`config.mk`:
```
export PLATFORM = sky130hd
export DESIGN_NAME = penalty_shootout_ctrl
export DESIGN_NICKNAME = d
export VERILOG_FILES = /design/src/rtl/penalty_shootout_ctrl.sv
export SDC_FILE = /design/constraint.sdc
export NUM_CORES = 1
export LEC_CHECK = 0
export CORE_ASPECT_RATIO = 1.2
export CORE_MARGIN = 2
export CORE_UTILIZATION = 60
export DETAILED_ROUTE_END_ITERATION = 6
export PLACE_DENSITY = 0.9
export SETUP_SLACK_MARGIN = 0.05
export SLEW_MARGIN = 10
export SYNTH_ARGS = -nofsm -noshare
export SYNTH_HDL_FRONTEND = slang
export SYNTH_SLANG_ARGS = --single-unit
```
`constraint.sdc`:
```
create_clock -name clk -period 9.4 [get_ports clk]
set_input_delay 1.41 -clock clk [delete_from_list [all_inputs] [get_ports clk]]
set_output_delay 1.41 -clock clk [all_outputs]
set_load 0.02 [all_outputs]
```
`src/rtl/penalty_shootout_ctrl.sv`:
```
// penalty_shootout_ctrl: two-team penalty shootout with early finish and sudden death
module penalty_shootout_ctrl #(
    parameter int N_SHORT = 3,
    parameter int N_LONG  = 5,
    parameter int CW      = 4
) (
    input  logic          clk,
    input  logic          rst,
    input  logic          btn_m1,
    input  logic          btn_m2,
    input  logic          kick,
    input  logic          goal,
    output logic          mode,
    output logic          busy,
    output logic          fin,
    output logic [1:0]    winner,
    output logic          turn,
    output logic          sudden,
    output logic [CW-1:0] score_a,
    output logic [CW-1:0] score_b,
    output logic [CW-1:0] shots_a,
    output logic [CW-1:0] shots_b,
    output logic [CW-1:0] sd_round
);
    typedef enum logic [1:0] {S_IDLE, S_PLAY, S_SUDDEN, S_DONE} state_t;
    state_t        r_state, w_state;
    logic          r_prev_m1, r_prev_m2, r_mode, r_busy, r_fin, r_turn, r_sudden, r_sd_a;
    logic          w_mode, w_busy, w_fin, w_turn, w_sudden, w_sd_a;
    logic [1:0]    r_winner, w_winner;
    logic [CW-1:0] r_score_a, r_score_b, r_shots_a, r_shots_b, r_sd_round;
    logic [CW-1:0] w_score_a, w_score_b, w_shots_a, w_shots_b, w_sd_round;
    logic          w_e1, w_e2, w_kick_a, w_kick_b;
    logic [CW-1:0] w_inc_a, w_inc_b, w_psh_a, w_psh_b;
    logic [CW:0]   w_n, w_rem_a, w_rem_b;
    assign w_e1     = btn_m1 & ~r_prev_m1;
    assign w_e2     = btn_m2 & ~r_prev_m2;
    assign w_kick_a = kick & ~r_turn;
    assign w_kick_b = kick & r_turn;
    assign w_inc_a  = (goal & w_kick_a & ~&r_score_a) ? r_score_a + 1'b1 : r_score_a;
    assign w_inc_b  = (goal & w_kick_b & ~&r_score_b) ? r_score_b + 1'b1 : r_score_b;
    assign w_psh_a  = w_kick_a ? r_shots_a + 1'b1 : r_shots_a;
    assign w_psh_b  = w_kick_b ? r_shots_b + 1'b1 : r_shots_b;
    assign w_n      = r_mode ? (CW+1)'(N_LONG) : (CW+1)'(N_SHORT);
    assign w_rem_a  = w_n - {1'b0, w_psh_a};
    assign w_rem_b  = w_n - {1'b0, w_psh_b};
    always_comb begin
        w_state    = r_state;
        w_mode     = r_mode;
        w_busy     = r_busy;
        w_fin      = r_fin;
        w_winner   = r_winner;
        w_turn     = r_turn;
        w_sudden   = r_sudden;
        w_sd_a     = r_sd_a;
        w_score_a  = r_score_a;
        w_score_b  = r_score_b;
        w_shots_a  = r_shots_a;
        w_shots_b  = r_shots_b;
        w_sd_round = r_sd_round;
        case (r_state)
            S_IDLE, S_DONE: if (w_e1 ^ w_e2) begin
                w_state    = S_PLAY;
                w_mode     = w_e2;
                w_busy     = 1'b1;
                w_fin      = 1'b0;
                w_winner   = 2'b00;
                w_turn     = 1'b0;
                w_sudden   = 1'b0;
                w_score_a  = '0;
                w_score_b  = '0;
                w_shots_a  = '0;
                w_shots_b  = '0;
                w_sd_round = '0;
            end
            S_PLAY: if (kick) begin
                w_turn    = ~r_turn;
                w_score_a = w_inc_a;
                w_score_b = w_inc_b;
                w_shots_a = w_psh_a;
                w_shots_b = w_psh_b;
                // A side is out of reach once its lead exceeds what the other side can still score
                if ({1'b0, w_inc_a} > {1'b0, w_inc_b} + w_rem_b) begin
                    w_state  = S_DONE;
                    w_winner = 2'b01;
                    w_fin    = 1'b1;
                    w_busy   = 1'b0;
                end else if ({1'b0, w_inc_b} > {1'b0, w_inc_a} + w_rem_a) begin
                    w_state  = S_DONE;
                    w_winner = 2'b10;
                    w_fin    = 1'b1;
                    w_busy   = 1'b0;
                end else if (w_rem_a == '0 && w_rem_b == '0) begin
                    w_state  = S_SUDDEN;
                    w_sudden = 1'b1;
                end
            end
            S_SUDDEN: if (kick) begin
                w_turn    = ~r_turn;
                w_score_a = w_inc_a;
                w_score_b = w_inc_b;
                w_sd_a    = r_turn ? r_sd_a : goal;
                if (r_turn && goal != r_sd_a) begin
                    w_state  = S_DONE;
                    w_winner = r_sd_a ? 2'b01 : 2'b10;
                    w_fin    = 1'b1;
                    w_busy   = 1'b0;
                end else if (r_turn) begin
                    w_sd_round = r_sd_round + 1'b1;
                end
            end
            default: ;
        endcase
    end
    always_ff @(posedge clk) begin
        if (rst) begin
            r_state    <= S_IDLE;
            r_prev_m1  <= 1'b0;
            r_prev_m2  <= 1'b0;
            r_mode     <= 1'b0;
            r_busy     <= 1'b0;
            r_fin      <= 1'b0;
            r_winner   <= 2'b00;
            r_turn     <= 1'b0;
            r_sudden   <= 1'b0;
            r_sd_a     <= 1'b0;
            r_score_a  <= '0;
            r_score_b  <= '0;
            r_shots_a  <= '0;
            r_shots_b  <= '0;
            r_sd_round <= '0;
        end else begin
            r_state    <= w_state;
            r_prev_m1  <= btn_m1;
            r_prev_m2  <= btn_m2;
            r_mode     <= w_mode;
            r_busy     <= w_busy;
            r_fin      <= w_fin;
            r_winner   <= w_winner;
            r_turn     <= w_turn;
            r_sudden   <= w_sudden;
            r_sd_a     <= w_sd_a;
            r_score_a  <= w_score_a;
            r_score_b  <= w_score_b;
            r_shots_a  <= w_shots_a;
            r_shots_b  <= w_shots_b;
            r_sd_round <= w_sd_round;
        end
    end
    assign mode     = r_mode;
    assign busy     = r_busy;
    assign fin      = r_fin;
    assign winner   = r_winner;
    assign turn     = r_turn;
    assign sudden   = r_sudden;
    assign score_a  = r_score_a;
    assign score_b  = r_score_b;
    assign shots_a  = r_shots_a;
    assign shots_b  = r_shots_b;
    assign sd_round = r_sd_round;
endmodule

```
==> results_dict.tcl <==
set metrics [dict create \
    first_global_vias 2129 \
    yosysTopAreaCellShare_pct 24.9 \
    cell_types_occupying_the_most_area_after_synthesis "sky130_fd_sc_hd__dfxtp_1 25%, sky130_fd_sc_hd__ha_1 13%, sky130_fd_sc_hd__a21oi_1 4.7%, sky130_fd_sc_hd__xnor2_1 4.4%, sky130_fd_sc_hd__nor2_1 3.8%" \
    critical_path.cell_chain "clkdlybuf4s50_1 > nor2b_2 > nand2_1 > xnor2_1 > fa_1 > inv_1 > ha_1 > a21oi_1 > xor2_1 > ha_1 > o21ai_0 > nor3b_1 > mux2i_1 > a41oi_2 > mux2_1" \
    cts_made_buffers 5 \
    nFillCells 319 \
    timing.setup.tns_ns 0 \
    hpwl_reported_at_the_end_of_detailed_placement_um 4410 \
    postSynthNetCount 346 \
    maxSlewHeadroom_pct 19.7 \
    clock_sink_count 32 \
    num-nets-final 372 \
    maximum_ir_drop_on_the_vdd_rail_mv 0.146 \
    synth_enable_flop_cells 0 \
    cts_post_setup_buffers_inserted 0 \
    multi_input_area_mm2 0.00178 \
    total_power_w 0.000609 \
    place_congestion 0.851 \
    synth.yosys.seq_area_share_pct 24.9 \
    finalNonFillerCells 392 \
    clock_insertion_delay_worst_skew_ns 0.29 \
    largest_net_degree_at_the_start_of_global_routing 34 \
    placement.io_buffers 32 \
    cts-htree-levels 2 \
    cp_data_arrival_time_ns 5.86 \
    grt_setup_unrepaired "false" \
    fin_worst_skew_ns 0.00856 \
    m1WireLength_um 2600 \
    final_min_period_over_clock_period_pct 60.5 \
    post_route_cells_drive_above_1_share_pct 6.85 \
    totalWireLength_um 5940 \
    layout-area-overhead-vs-synth_pct 16.7 \
    initial_core_util_pct 61.3 \
    diode_insertion_count_for_antenna_repair 0 \
    sequential_cell_area_um2 641 \
    synth-async-reset-ratio_pct 0 \
    worst-setup-path-type "in -> reg" \
    worst_setup_path_start_kind "input pin" \
    worstHoldEndpoint "busy" \
    timing.rr.start "turn" \
    post_synth_most_frequent_cells "32 x sky130_fd_sc_hd__dfxtp_1, 27 x sky130_fd_sc_hd__ha_1, 26 x sky130_fd_sc_hd__nor2_1, 24 x sky130_fd_sc_hd__a21oi_1, 23 x sky130_fd_sc_hd__nand2_1" \
    cell_repeated_most_along_the_worst_path "sky130_fd_sc_hd__ha_1" \
    fp.dieH_um 75.7 \
    final_hold_viol_count 0 \
    synthMostInstantiatedCell "sky130_fd_sc_hd__dfxtp_1" \
    yosys.cell_types.count 55 \
    rows 26 \
    final_antenna_net_count 0 \
    grt.overflow.total 0 \
    clk_pin_slew_ns 0.06 \
    largest_area_contributor_in_the_netlist "sky130_fd_sc_hd__dfxtp_1" \
    power.density_mw_per_mm2 203 \
    mappedNetlistArea_mm2 0.00257 \
    number_of_antenna_violations_at_the_first_check_in_global_routing 0 \
    track_usage_pct 25.0 \
    syn_avg_cell_area_um2 8.33 \
    wl_met2_um 2920 \
    detail_route.wl_per_cell_um 15.1 \
    die-area_mm2 0.00483 \
    clock_tree_from_tritoncts "yes" \
    synth_cells 309 \
    route.top_layer_used "met4" \
    timing.critical_path.fanout_max 10 \
    standby_leakage_power_nw 1.25 \
    regToRegSetupSlack_ns 5.23 \
    setup_viol_count_final 0 \
    r2r_end "r_state[1]" \
    critPathSlowestCell "sky130_fd_sc_hd__clkdlybuf4s50_1" \
    tightestPinTransition_ns 1.20 \
    cts_root_buffer "sky130_fd_sc_hd__clkbuf_8" \
    wl_met3_um 234 \
    clock_tree.buffer_depth 2 \
    status "completed" \
    vias_per_cell 5.89 \
    yosys_register_bits 32 \
    num_io_pins 33 \
    ys_warn_count 0 \
    cts.repair.resized 0 \
    min_from "busy" \
    drt-pass1-iter-count 4 \
    ctsHoldBuffers 0 \
    hp-class "reg -> reg" \
    cap_viol_max_count 0 \
    die_width_um 63.8 \
    timing_max_transition_violations_final 0 \
    largest_stage_delay_on_the_critical_path_ns 0.76 \
    hold-path-cell-count 2 \
    num_vias 2307 \
    worstPathRequired_ns 9.57 \
    worstRegToRegCells 14 \
    grt_pass1_wl_um 9400 \
    post_layout_min_period_ns 5.69 \
    core_region_area_mm2 0.00420 \
    max_freq_mhz 176 \
    route.detailed.drc 0 \
    placedCellCount 384 \
    drt_first_iter_violations 148 \
    setup.worst_path.end_class "flop" \
    synth_flop_cell "sky130_fd_sc_hd__dfxtp_1" \
]
## critical path, delay by kind of cell
kind | cells | cell delay (ns)
buffers and inverters | 2 | 0.84
multiplexers | 2 | 0.69
AO/OA/AOI/OAI | 3 | 0.70
AND/OR/NAND/NOR | 3 | 0.73
XOR/XNOR | 2 | 0.48
adder cells (fa/ha/maj) | 3 | 0.99
## flip-flops by register name (all words and copies together) (netlist names), 2 cells and up
register  cells
score_b       4
shots_a       4
shots_b       4
sd_round      4
r_state       2
winner        2
score_a       4
## cells by family after synthesis
kind of cell             count (synthesis)  share of synthesized area (%)
AO/OA/AOI/OAI                           70                           18.3
AND/OR/NAND/NOR                        110                           23.4
XOR/XNOR                                20                           6.81
multiplexers                            11                           4.57
adder cells (fa/ha/maj)                 31                           16.2
buffers and inverters                   35                           5.83
flip-flops                              32                           24.9
## report_power, final
| part | internal, W | total [W] | switching, W |
|---|---|---|---|
| Combinational | 0.000121 | 0.000309 | 0.000187 |
| Sequential | 0.000151 | 0.000168 | 0.0000167 |
| Clock | 0.0000786 | 0.000132 | 0.0000536 |
## cell usage in the layout, fill, tap and decap left out, types with 2 or more instances in the layout
master	n
sky130_fd_sc_hd__nor3_1	4
sky130_fd_sc_hd__mux2_2	5
sky130_fd_sc_hd__a21oi_1	24
sky130_fd_sc_hd__nor3_4	2
sky130_fd_sc_hd__nor3b_1	2
sky130_fd_sc_hd__or3_4	2
sky130_fd_sc_hd__a21o_1	7
sky130_fd_sc_hd__a41oi_1	2
sky130_fd_sc_hd__dfxtp_1	32
sky130_fd_sc_hd__inv_1	22
sky130_fd_sc_hd__o21ai_0	5
sky130_fd_sc_hd__clkbuf_8	5
sky130_fd_sc_hd__or3_1	2
sky130_fd_sc_hd__a211oi_1	4
sky130_fd_sc_hd__a31oi_1	5
sky130_fd_sc_hd__mux2i_1	5
sky130_fd_sc_hd__ha_1	27
sky130_fd_sc_hd__nand3_1	16
sky130_fd_sc_hd__xor2_1	7
sky130_fd_sc_hd__o31ai_1	2
sky130_fd_sc_hd__nor2_1	26
sky130_fd_sc_hd__nor2b_1	8
sky130_fd_sc_hd__o21a_1	2
sky130_fd_sc_hd__nand2_1	23
sky130_fd_sc_hd__nor4b_1	2
sky130_fd_sc_hd__xnor2_1	13
sky130_fd_sc_hd__clkdlybuf4s50_1	32
sky130_fd_sc_hd__nor4_1	2
sky130_fd_sc_hd__nand2b_1	6
sky130_fd_sc_hd__fa_1	4
sky130_fd_sc_hd__a22o_1	2
sky130_fd_sc_hd__nand4_1	5
sky130_fd_sc_hd__a22oi_1	7
## cell type report
type / instances / share of cell area, %
multi-input combinational: 242 / 59.4
clock buffer: 6 / 2.42
sequential: 32 / 21.3
inverter: 22 / 2.75
clock inverter: 2 / 1.17
tap: 56 / 2.33
timing repair buffer: 32 / 10.7
## through the flow
stage          cell area [um^2]  util, %  setup slack, ns  hold WS, ns
6_report                   3000     71.6             3.71        0.473
5_1_grt                    3000     71.6             3.33        0.500
4_1_cts                    3000     71.6             3.75        0.476
3_5_place_dp               2900     69.0             3.47        0.465
3_3_place_gp               2900     69.0             3.69        0.461
2_1_floorplan              2570        -             4.58        0.531
## worst max-delay path by stage
stage                     from          to  slack, ns  cells after the start
final                     kick  r_state[1]       3.71                     15
after CTS                 kick  r_state[1]       3.75                     15
after global placement    kick  r_state[1]       3.69                     15
after detailed placement  kick  r_state[1]       3.47                     15
after floorplan           kick  r_state[1]       4.58                     17
after global routing      kick  r_state[1]       3.33                     15
## per-layer routing
layer,global-route usage (%),up-vias
li1,-,1152
met1,28.7,1079
met2,45.4,60
met3,4.28,16
met4,12.6,0
met5,0,-
(Power assumes the default switching activity.)
